$ cat config.mk
export PLATFORM = sky130hd
export DESIGN_NAME = us_cmd_gen
export DESIGN_NICKNAME = d
export VERILOG_FILES = /design/src/rtl/us_cmd_gen_pkg.sv /design/src/rtl/us_cmd_credit.sv /design/src/rtl/us_cmd_gen.sv
export SDC_FILE = /design/constraint.sdc
export NUM_CORES = 1
export LEC_CHECK = 0
export CORE_AREA = 2 2 124 126
export CTS_BUF_LIST = sky130_fd_sc_hd__clkbuf_4 sky130_fd_sc_hd__clkbuf_8
export CTS_CLUSTER_DIAMETER = 150
export DETAILED_ROUTE_END_ITERATION = 8
export DIE_AREA = 0 0 126 128
export PLACE_DENSITY = 0.93
export SYNTH_ARGS = -nofsm -noshare
export SYNTH_HDL_FRONTEND = slang
export SYNTH_HIERARCHICAL = 1
export SYNTH_SLANG_ARGS = --single-unit
$ cat constraint.sdc
create_clock -name clk -period 3 [get_ports clk]
set_clock_uncertainty 0.15 [all_clocks]
set_input_delay 0.45 -clock clk [delete_from_list [all_inputs] [get_ports clk]]
set_output_delay 0.45 -clock clk [all_outputs]
set_load 0.05 [all_outputs]
$ cat src/rtl/us_cmd_gen_pkg.sv
// Shared definitions for the upstream command word: type codes, request kinds,
// bit-field positions (also used by the consumer FSM) and the word packer.
package us_cmd_gen_pkg;

  localparam logic [1:0] US_CMD_CPL_TYPE  = 2'b01;
  localparam logic [1:0] US_CMD_CPLD_TYPE = 2'b10;

  localparam logic [1:0] REQ_CMD_MRD32 = 2'b00;
  localparam logic [1:0] REQ_CMD_IORD  = 2'b01;
  localparam logic [1:0] REQ_CMD_IOWR  = 2'b10;
  localparam logic [1:0] REQ_CMD_UNSUP = 2'b11;

  localparam int US_CMD_DATA_LSB = 96;
  localparam int US_CMD_TYPE_LSB = 62;
  localparam int US_CMD_TC_LSB   = 52;
  localparam int US_CMD_TD_BIT   = 51;
  localparam int US_CMD_EP_BIT   = 50;
  localparam int US_CMD_ATTR_LSB = 48;
  localparam int US_CMD_LEN_LSB  = 38;
  localparam int US_CMD_RID_LSB  = 22;
  localparam int US_CMD_TAG_LSB  = 14;
  localparam int US_CMD_BE_LSB   = 6;
  localparam int US_CMD_ADDR_LSB = 0;

  typedef enum logic [2:0] {
    ST_IDLE    = 3'd0,
    ST_RD      = 3'd1,
    ST_RD_WAIT = 3'd2,
    ST_WR      = 3'd3,
    ST_PUSH    = 3'd4
  } state_t;

  typedef struct packed {
    logic [2:0]  tc;
    logic        td;
    logic        ep;
    logic [1:0]  attr;
    logic [9:0]  len;
    logic [15:0] rid;
    logic [7:0]  tag;
    logic [7:0]  be;
    logic [12:0] addr;
  } req_hdr_t;

  function automatic logic [127:0] us_cmd_pack(input logic [1:0] cmd_type,
                                               input req_hdr_t hdr,
                                               input logic [31:0] data);
    logic [127:0] w;
    w = '0;
    w[US_CMD_DATA_LSB +: 32] = data;
    w[US_CMD_TYPE_LSB +: 2]  = cmd_type;
    w[US_CMD_TC_LSB +: 3]    = hdr.tc;
    w[US_CMD_TD_BIT]         = hdr.td;
    w[US_CMD_EP_BIT]         = hdr.ep;
    w[US_CMD_ATTR_LSB +: 2]  = hdr.attr;
    w[US_CMD_LEN_LSB +: 10]  = hdr.len;
    w[US_CMD_RID_LSB +: 16]  = hdr.rid;
    w[US_CMD_TAG_LSB +: 8]   = hdr.tag;
    w[US_CMD_BE_LSB +: 8]    = hdr.be;
    w[US_CMD_ADDR_LSB +: 6]  = hdr.addr[5:0];
    return w;
  endfunction

endpackage

$ cat src/rtl/us_cmd_credit.sv
// Outstanding-command credit tracker: push/completion counter, throttle
// compare against MAX_OUTSTANDING and a sticky completion-underflow flag.
module us_cmd_credit #(
  parameter int MAX_OUTSTANDING = 4
) (
  input  logic       clk,
  input  logic       rst,
  input  logic       i_push,
  input  logic       i_compl,
  output logic [3:0] o_outstanding,
  output logic       o_can_accept,
  output logic       o_underflow
);

  localparam logic [3:0] MAX_CNT = 4'(MAX_OUTSTANDING);

  logic [3:0] r_count;
  logic       r_underflow;

  // A push and a completion in the same cycle cancel out.
  always_ff @(posedge clk) begin
    if (rst) begin
      r_count     <= '0;
      r_underflow <= 1'b0;
    end else begin
      case ({i_push, i_compl})
        2'b10:   r_count <= r_count + 4'd1;
        2'b01: begin
          if (r_count == 4'd0) r_underflow <= 1'b1;
          else                 r_count     <= r_count - 4'd1;
        end
        default: ;
      endcase
    end
  end

  assign o_outstanding = r_count;
  assign o_can_accept  = (r_count < MAX_CNT);
  assign o_underflow   = r_underflow;

endmodule

$ cat src/rtl/us_cmd_gen.sv
// Upstream command generator: performs the register access for each non-posted
// request and pushes a Cpl/CplD command word. Optional: US_CMD_DROP_POISONED_EN.
module us_cmd_gen
  import us_cmd_gen_pkg::*;
#(
  parameter int RD_LATENCY      = 2,
  parameter int MAX_OUTSTANDING = 4
) (
  input  logic         clk,
  input  logic         rst,
  input  logic         req_valid_i,
  output logic         req_ready_o,
  input  logic [1:0]   req_cmd_i,
  input  logic [2:0]   req_tc_i,
  input  logic         req_td_i,
  input  logic         req_ep_i,
  input  logic [1:0]   req_attr_i,
  input  logic [9:0]   req_len_i,
  input  logic [15:0]  req_rid_i,
  input  logic [7:0]   req_tag_i,
  input  logic [7:0]   req_be_i,
  input  logic [12:0]  req_addr_i,
  input  logic [31:0]  req_data_i,
  output logic         reg_rd_en_o,
  input  logic [31:0]  reg_rd_data_i,
  output logic         reg_wr_en_o,
  output logic [31:0]  reg_wr_data_o,
  output logic [3:0]   reg_wr_be_o,
  output logic [10:0]  reg_addr_o,
  output logic         us_cmd_fifo_wr_en_o,
  output logic [127:0] us_cmd_fifo_din_o,
  input  logic         us_cmd_fifo_full_i,
  input  logic         up_wr_cmd_compl_i,
  output logic [3:0]   outstanding_o,
  output logic         compl_underflow_o
);

  localparam logic [2:0] LAT_LAST = 3'(RD_LATENCY - 1);

  state_t     r_state;
  state_t     w_state_next;
  req_hdr_t   r_hdr;
  logic [1:0] r_type;
  logic [31:0] r_wr_data;
  logic [31:0] r_rd_data;
  logic [2:0] r_lat_cnt;

  logic w_accept;
  logic w_can_accept;
  logic w_push;
  logic w_wr_allow;

  assign w_accept    = req_valid_i & req_ready_o;
  assign req_ready_o = ~rst & (r_state == ST_IDLE) & w_can_accept;
  assign w_push      = (r_state == ST_PUSH) & ~us_cmd_fifo_full_i;

`ifdef US_CMD_DROP_POISONED_EN
  assign w_wr_allow = ~r_hdr.ep;
`else
  assign w_wr_allow = 1'b1;
`endif

  always_ff @(posedge clk) begin
    if (rst) r_state <= ST_IDLE;
    else     r_state <= w_state_next;
  end

  always_comb begin
    w_state_next = r_state;
    case (r_state)
      ST_IDLE: begin
        if (w_accept) begin
          case (req_cmd_i)
            REQ_CMD_MRD32, REQ_CMD_IORD: w_state_next = ST_RD;
            REQ_CMD_IOWR:                w_state_next = ST_WR;
            REQ_CMD_UNSUP:               w_state_next = ST_IDLE;
          endcase
        end
      end
      ST_RD:      w_state_next = ST_RD_WAIT;
      ST_RD_WAIT: if (r_lat_cnt == 3'd0) w_state_next = ST_PUSH;
      ST_WR:      w_state_next = ST_PUSH;
      ST_PUSH:    if (w_push) w_state_next = ST_IDLE;
      default:    w_state_next = ST_IDLE;
    endcase
  end

  // Read data is cleared on accept so a CPL word always carries zero payload.
  always_ff @(posedge clk) begin
    if (rst) begin
      r_hdr     <= '0;
      r_type    <= '0;
      r_wr_data <= '0;
      r_rd_data <= '0;
      r_lat_cnt <= '0;
    end else begin
      if (w_accept) begin
        r_hdr     <= '{tc: req_tc_i, td: req_td_i, ep: req_ep_i, attr: req_attr_i,
                       len: req_len_i, rid: req_rid_i, tag: req_tag_i,
                       be: req_be_i, addr: req_addr_i};
        r_type    <= (req_cmd_i == REQ_CMD_IOWR) ? US_CMD_CPL_TYPE : US_CMD_CPLD_TYPE;
        r_wr_data <= req_data_i;
        r_rd_data <= '0;
      end
      if (r_state == ST_RD) begin
        r_lat_cnt <= LAT_LAST;
      end else if (r_state == ST_RD_WAIT) begin
        if (r_lat_cnt == 3'd0) r_rd_data <= reg_rd_data_i;
        else                   r_lat_cnt <= r_lat_cnt - 3'd1;
      end
    end
  end

  assign reg_rd_en_o         = (r_state == ST_RD);
  assign reg_wr_en_o         = (r_state == ST_WR) & w_wr_allow;
  assign reg_wr_data_o       = r_wr_data;
  assign reg_wr_be_o         = r_hdr.be[3:0];
  assign reg_addr_o          = r_hdr.addr[12:2];
  assign us_cmd_fifo_wr_en_o = w_push;
  assign us_cmd_fifo_din_o   = us_cmd_pack(r_type, r_hdr, r_rd_data);

  us_cmd_credit #(
    .MAX_OUTSTANDING (MAX_OUTSTANDING)
  ) u_credit (
    .clk           (clk),
    .rst           (rst),
    .i_push        (w_push),
    .i_compl       (up_wr_cmd_compl_i),
    .o_outstanding (outstanding_o),
    .o_can_accept  (w_can_accept),
    .o_underflow   (compl_underflow_o)
  );

endmodule

-- Word-level counts from Yosys, hierarchy flattened
Cells that the tools add are included.
- register bits after elaboration: 139
- input port bits: 133
- output and inout port bits: 184
- logic and storage cells: 70
- add/subtract/negate cells: 3
- order comparisons: 1
- eq/ne operators: 14
- mux-type cells: 15
- bitwise gates (word level): 7
- reduce and logical (&&, ||, !) cells: 13
- operator list (cell ; number):
    $mux W32 ; 4
    $pmux W3 S5 ; 1
    $mux W3 ; 3
    $pmux W3 S3 ; 1
    $ne A2 B2 Y1 const B ; 4
    $pmux W4 S2 ; 1
    $reduce_and A2 Y1 ; 4
    $eq A2 B2 Y1 const B ; 3
    $eq A3 B2 Y1 const B ; 2
    $logic_not A3 Y1 ; 2
    $add A4 B1 Y4 const B ; 1
    $and A1 B1 Y1 ; 4
    $eq A2 B1 Y1 const B ; 2
    $logic_not A4 Y1 ; 1
    $lt A4 B3 Y1 const B ; 1
    $mux W4 ; 1
    $reduce_bool A2 Y1 ; 2
    $reduce_or A2 Y1 ; 2
    $sub A4 B1 Y4 const B ; 1
    $eq A3 B1 Y1 const B ; 1
    $eq A3 B3 Y1 const B ; 1
    $mux W1 ; 3
    $not A1 Y1 ; 3
    $reduce_and A3 Y1 ; 1
    4 further kinds ; 4

-- Longest topological paths before layout
- word-level depth: 8
- mapped depth: 11
- gate-level depth less buffers: 9

-- Modules after synthesis
Netlist, hierarchy kept.
- modules (own cells, without submodules) (module ; times used ; cells an instance ; area an instance (um^2) ; seq. area each (um^2)):
    us_cmd_gen ; 1 ; 675 ; 5672.9 ; 2682.6
    us_cmd_credit ; 1 ; 33 ; 294.0 ; 100.1

-- Worst setup path before layout
OpenSTA, ideal clock, no wires.
- path type: flip-flop to flip-flop
- from: reg r_state[1]
- to: reg u_credit.r_count[2] (netlist: u_credit/o_outstanding[2])
- library setup time: 123 ps
- arrival time: 2618 ps
- data required time: 2727 ps
- setup slack: 109 ps
- stages on the path, launching flop included: 12
- path buffers: 2
- period minus slack after synthesis: 2891 ps
- cell sequence: dfxtp_1 buf_2 nor2_1 nand2_1 nor2_1 nor2b_1 clkbuf_1 xor2_1 ha_1 nor2_1 a32oi_2 mux2_1
- cells in the longest elaborated chain, start to end: 5
- elaborated cells on any way between the ends: 8
- those cells by class: eq/ne (4); mux (1); bitwise (1); reduce/logical (2)
- RTL lines (element ; RTL line ; text):
    from (decl) ; us_cmd_gen.sv:40 ; state_t r_state;
    from (signal assigned) ; us_cmd_gen.sv:65 ; else r_state <= w_state_next;
    $eq A3 B3 Y1 * ; us_cmd_gen.sv:55 ; assign w_push = (r_state == ST_PUSH) & ~us_cmd_fifo_full_i;
    $and A1 B1 Y1 * ; us_cmd_gen.sv:55 ;
    via us_cmd_fifo_wr_en_o ; us_cmd_gen.sv:30 ; output logic us_cmd_fifo_wr_en_o,
    $eq A2 B1 Y1 / $eq A2 B2 Y1 (equally long branches) ; us_cmd_credit.sv:26 ; case ({i_push, i_compl})
    $ne A2 B2 Y1 (no source line) / $reduce_bool A2 Y1 (equally long branches) ; n/a ;
    $reduce_and A2 Y1 (no source line) ; n/a ;
    to (signal assigned) ; us_cmd_credit.sv:27 ; 2'b10: r_count <= r_count + 4'd1;
    to (signal assigned) ; us_cmd_credit.sv:30 ; else r_count <= r_count - 4'd1;
    to (decl) ; us_cmd_credit.sv:17 ; logic [3:0] r_count;
The timed path passes the listed nets; every way through them passes the cells marked *.
A chain may end at the register's enable or synchronous reset.

-- Worst setup path in the final report
- from: reg r_state[0]
- to: out us_cmd_fifo_wr_en_o
- cells in the longest elaborated chain, start to end: 2
- RTL lines (element ; RTL line):
    $eq A3 B3 Y1 ; us_cmd_gen.sv:55
    $and A1 B1 Y1 ; us_cmd_gen.sv:55
    to (decl) ; us_cmd_gen.sv:30
Every way passes these cells.

==> run metrics <==
layout cells sized above 1=5.80%; Core ar.=14900 um^2; Avg Inst Size Synth=8.43 um^2; cell area after synthesis=5970 um^2; post-synthesis register bit count=139; Setup TNS=0 ns; Nets=1071; RePlAce Congestion=0.775; EDFF count, synth=0; CTS Sinks=139; CTS Hold Bufs=0; Filler Cells Inserted=1216; crit path launch type=register; Total Routed Length=17.8 mm; clock buffer depth=2; Achievable Freq=355 MHz; VDD IR max=0.000328 V; CTS tree=yes; chip width=126 um; status=completed; Area growth syn-to-layout=51.9%; root buf cell=clkbuf_8; Worst-Margin Slew=0.642 ns; setup repair bufs after CTS=0; Die H=128 um; Final min period=2.82 ns; largest net degree at the start of global routing=166; I/O Buffers=277; Post-Place Cells=1104; Worst EP arrival=2.22 ns; GR peak layer=met2; antenna violations before repair=0; Max-Cap Viols=0; drt pass-1 iters=4; via count=5909; antenna-violating nets left=0; Worst-Skew Late Latency=0.43 ns; DPL Wire Length=12.1 mm; Starting Density=40.1%; DRT iter0 DRCs=307; Req. time, crit path=2.40 ns; # diodes=0; Final Setup Violations=0; Global Route Usage Sum=21.1%; Static Leak=3.24 nW; unrepaired setup endpoints after global routing=false; pwr/cell area=699 nW/um^2; GRT met1 Usage=24.7%; Unique masters post-synth=40; most frequent cell after synthesis=dfxtp_1; Rows=45; Area contributors post-synth=dfxtp_1, a21oi_1, nand3_1, o21ai_0, buf_4; HP Class=input pin to register; Overall Power=6.33 mW; Seq/Total Area, Yosys=46.6%; Commonest cells post-synth=dfxtp_1, a21oi_1, nand3_1, o21ai_0, clkbuf_1; DR WL/cell=15.7 um; Slew HR=57.2%; drc violations=0; fin crit share=93.9%; CP Max Fanout=10; Synth Warn #=6; Hold Vio Cnt, Final=0; Final Non-Filler Cells=1136; met3 usage=7.64%; Inserted Clock Buffers=17; die footprint=16100 um^2; Overflow after GRT=0; area of the multi-input gates=2540 um^2; Register Area=2780 um^2; vias per cell=5.20; area leader, netlist=dfxtp_1; Synth top area share=46.6%; H-tree depth=4; Synth Flop Type=dfxtp_1; Async SR Flop Fraction=0%; Max Slew Vio Count=0; global-route wire length before repair=27.5 mm; CTS clk-pin slew, worst paths=0.08 ns; WS Path Type=register to primary output; IO Pins=317; crit end category=primary output; vias in the first global route=5596; met2 usage=35.4%; Post-Synthesis Cells=708
-- state kept, by name, summed over array words and instances, names as in the netlist --
| register | cells |
|---|---|
| us_cmd_fifo_din_o | 47 |
| r_rd_data | 32 |
| reg_wr_data_o | 32 |
| reg_addr_o | 11 |
| reg_wr_be_o | 4 |
| u_credit/o_outstanding | 4 |
| r_lat_cnt | 3 |
| r_state | 3 |
| r_type | 2 |
| u_credit/o_underflow | 1 |
-- logic make-up (layout without fill, tap and decap cells) --
family                     count (synthesis)  after routing  synth area share, %
AOI/OAI and AO/OA                        239            239                 22.9
xor gates and xnor gates                   2              2                0.294
adders and majority gates                  3              3                0.629
buffers and inverters                    152            354                 13.4
DFF                                      139            139                 46.6
muxes                                      2              2                0.356
other                                      1             39               0.0628
and+or+nand+nor                          170            170                 15.7
-- cell usage in the layout, fill, tap and decap left out, drive strengths merged, types with 3 or more instances in the layout --
master / synthesis / final
ha: 3 / 3
dfxtp: 139 / 139
inv: 35 / 39
nand2b: 35 / 35
nand2: 4 / 4
a31oi: 3 / 3
a211oi: 3 / 3
nor2: 10 / 10
o21ai: 97 / 97
nor2b: 4 / 4
a21oi: 98 / 98
clkdlybuf4s50: 0 / 274
bufinv: 0 / 5
conb: 1 / 39
buf: 60 / 12
o32ai: 32 / 32
nor3: 5 / 5
clkbuf: 57 / 20
nand3: 97 / 97
-- area by class of cell --
cell class / instances / area share, %
Tap cell: 188 / 2.59
Inverter: 35 / 1.45
Clock inverter: 12 / 2.31
Timing Repair Buffer: 287 / 32.0
Clock buffer: 20 / 2.90
Multi-Input combinational cell: 455 / 28.0
Sequential cell: 139 / 30.7
-- final timing paths --
path / startpoint / endpoint / slack (ns) / depth (start not counted)
min: rst / r_state[2] / 0.15 / 2
max reg2reg: r_state[0] / u_credit/o_outstanding[2] / 0.48 / 9
max: r_state[0] / us_cmd_fifo_wr_en_o / 0.18 / 4
min reg2reg: us_cmd_fifo_din_o[21] / us_cmd_fifo_din_o[21] / 0.33 / 2
-- layer usage --
metal,vias to the layer above,routed length [um],share of wire (%)
met1,2766,7110,40
met4,0,280,1.6
met5,-,0,0
li1,2850,-,-
met2,271,8930,50
met3,22,1510,8.5
-- worst max-delay path, cell delays in order, from the launching register on --
cell             delay, ns
dfxtp_1               0.41
nor2_1                0.21
nand2_1               0.08
nor2_1                0.22
clkdlybuf4s50_1       0.86
-- report_power, final --
group          switching (mW)  internal (mW)  total (mW)
sequential              0.131           2.05        2.18
combinational            1.58          0.799        2.37
clock                   0.738           1.04        1.78
-- through the flow --
step / setup WS [ns] / instance area [um^2] / hold slack, ns / utilization [%]
after global routing: 0.0502 / 9060 / 0.111 / 61.0
after CTS: 0.131 / 9060 / 0.110 / 61.0
after global placement: 0.306 / 8590 / 0.300 / 57.8
final: 0.183 / 9060 / 0.145 / 61.0
after detailed placement: 0.269 / 8590 / 0.316 / 57.8
after floorplan: 0.109 / 6110 / 0.292 / -
-- what timing repair did --
item,in CTS,in global routing
endpoints found under the hold margin,0,0
setup endpoints to repair,1,0
gates resized for setup,1,0
(Power assumes the default switching activity.)
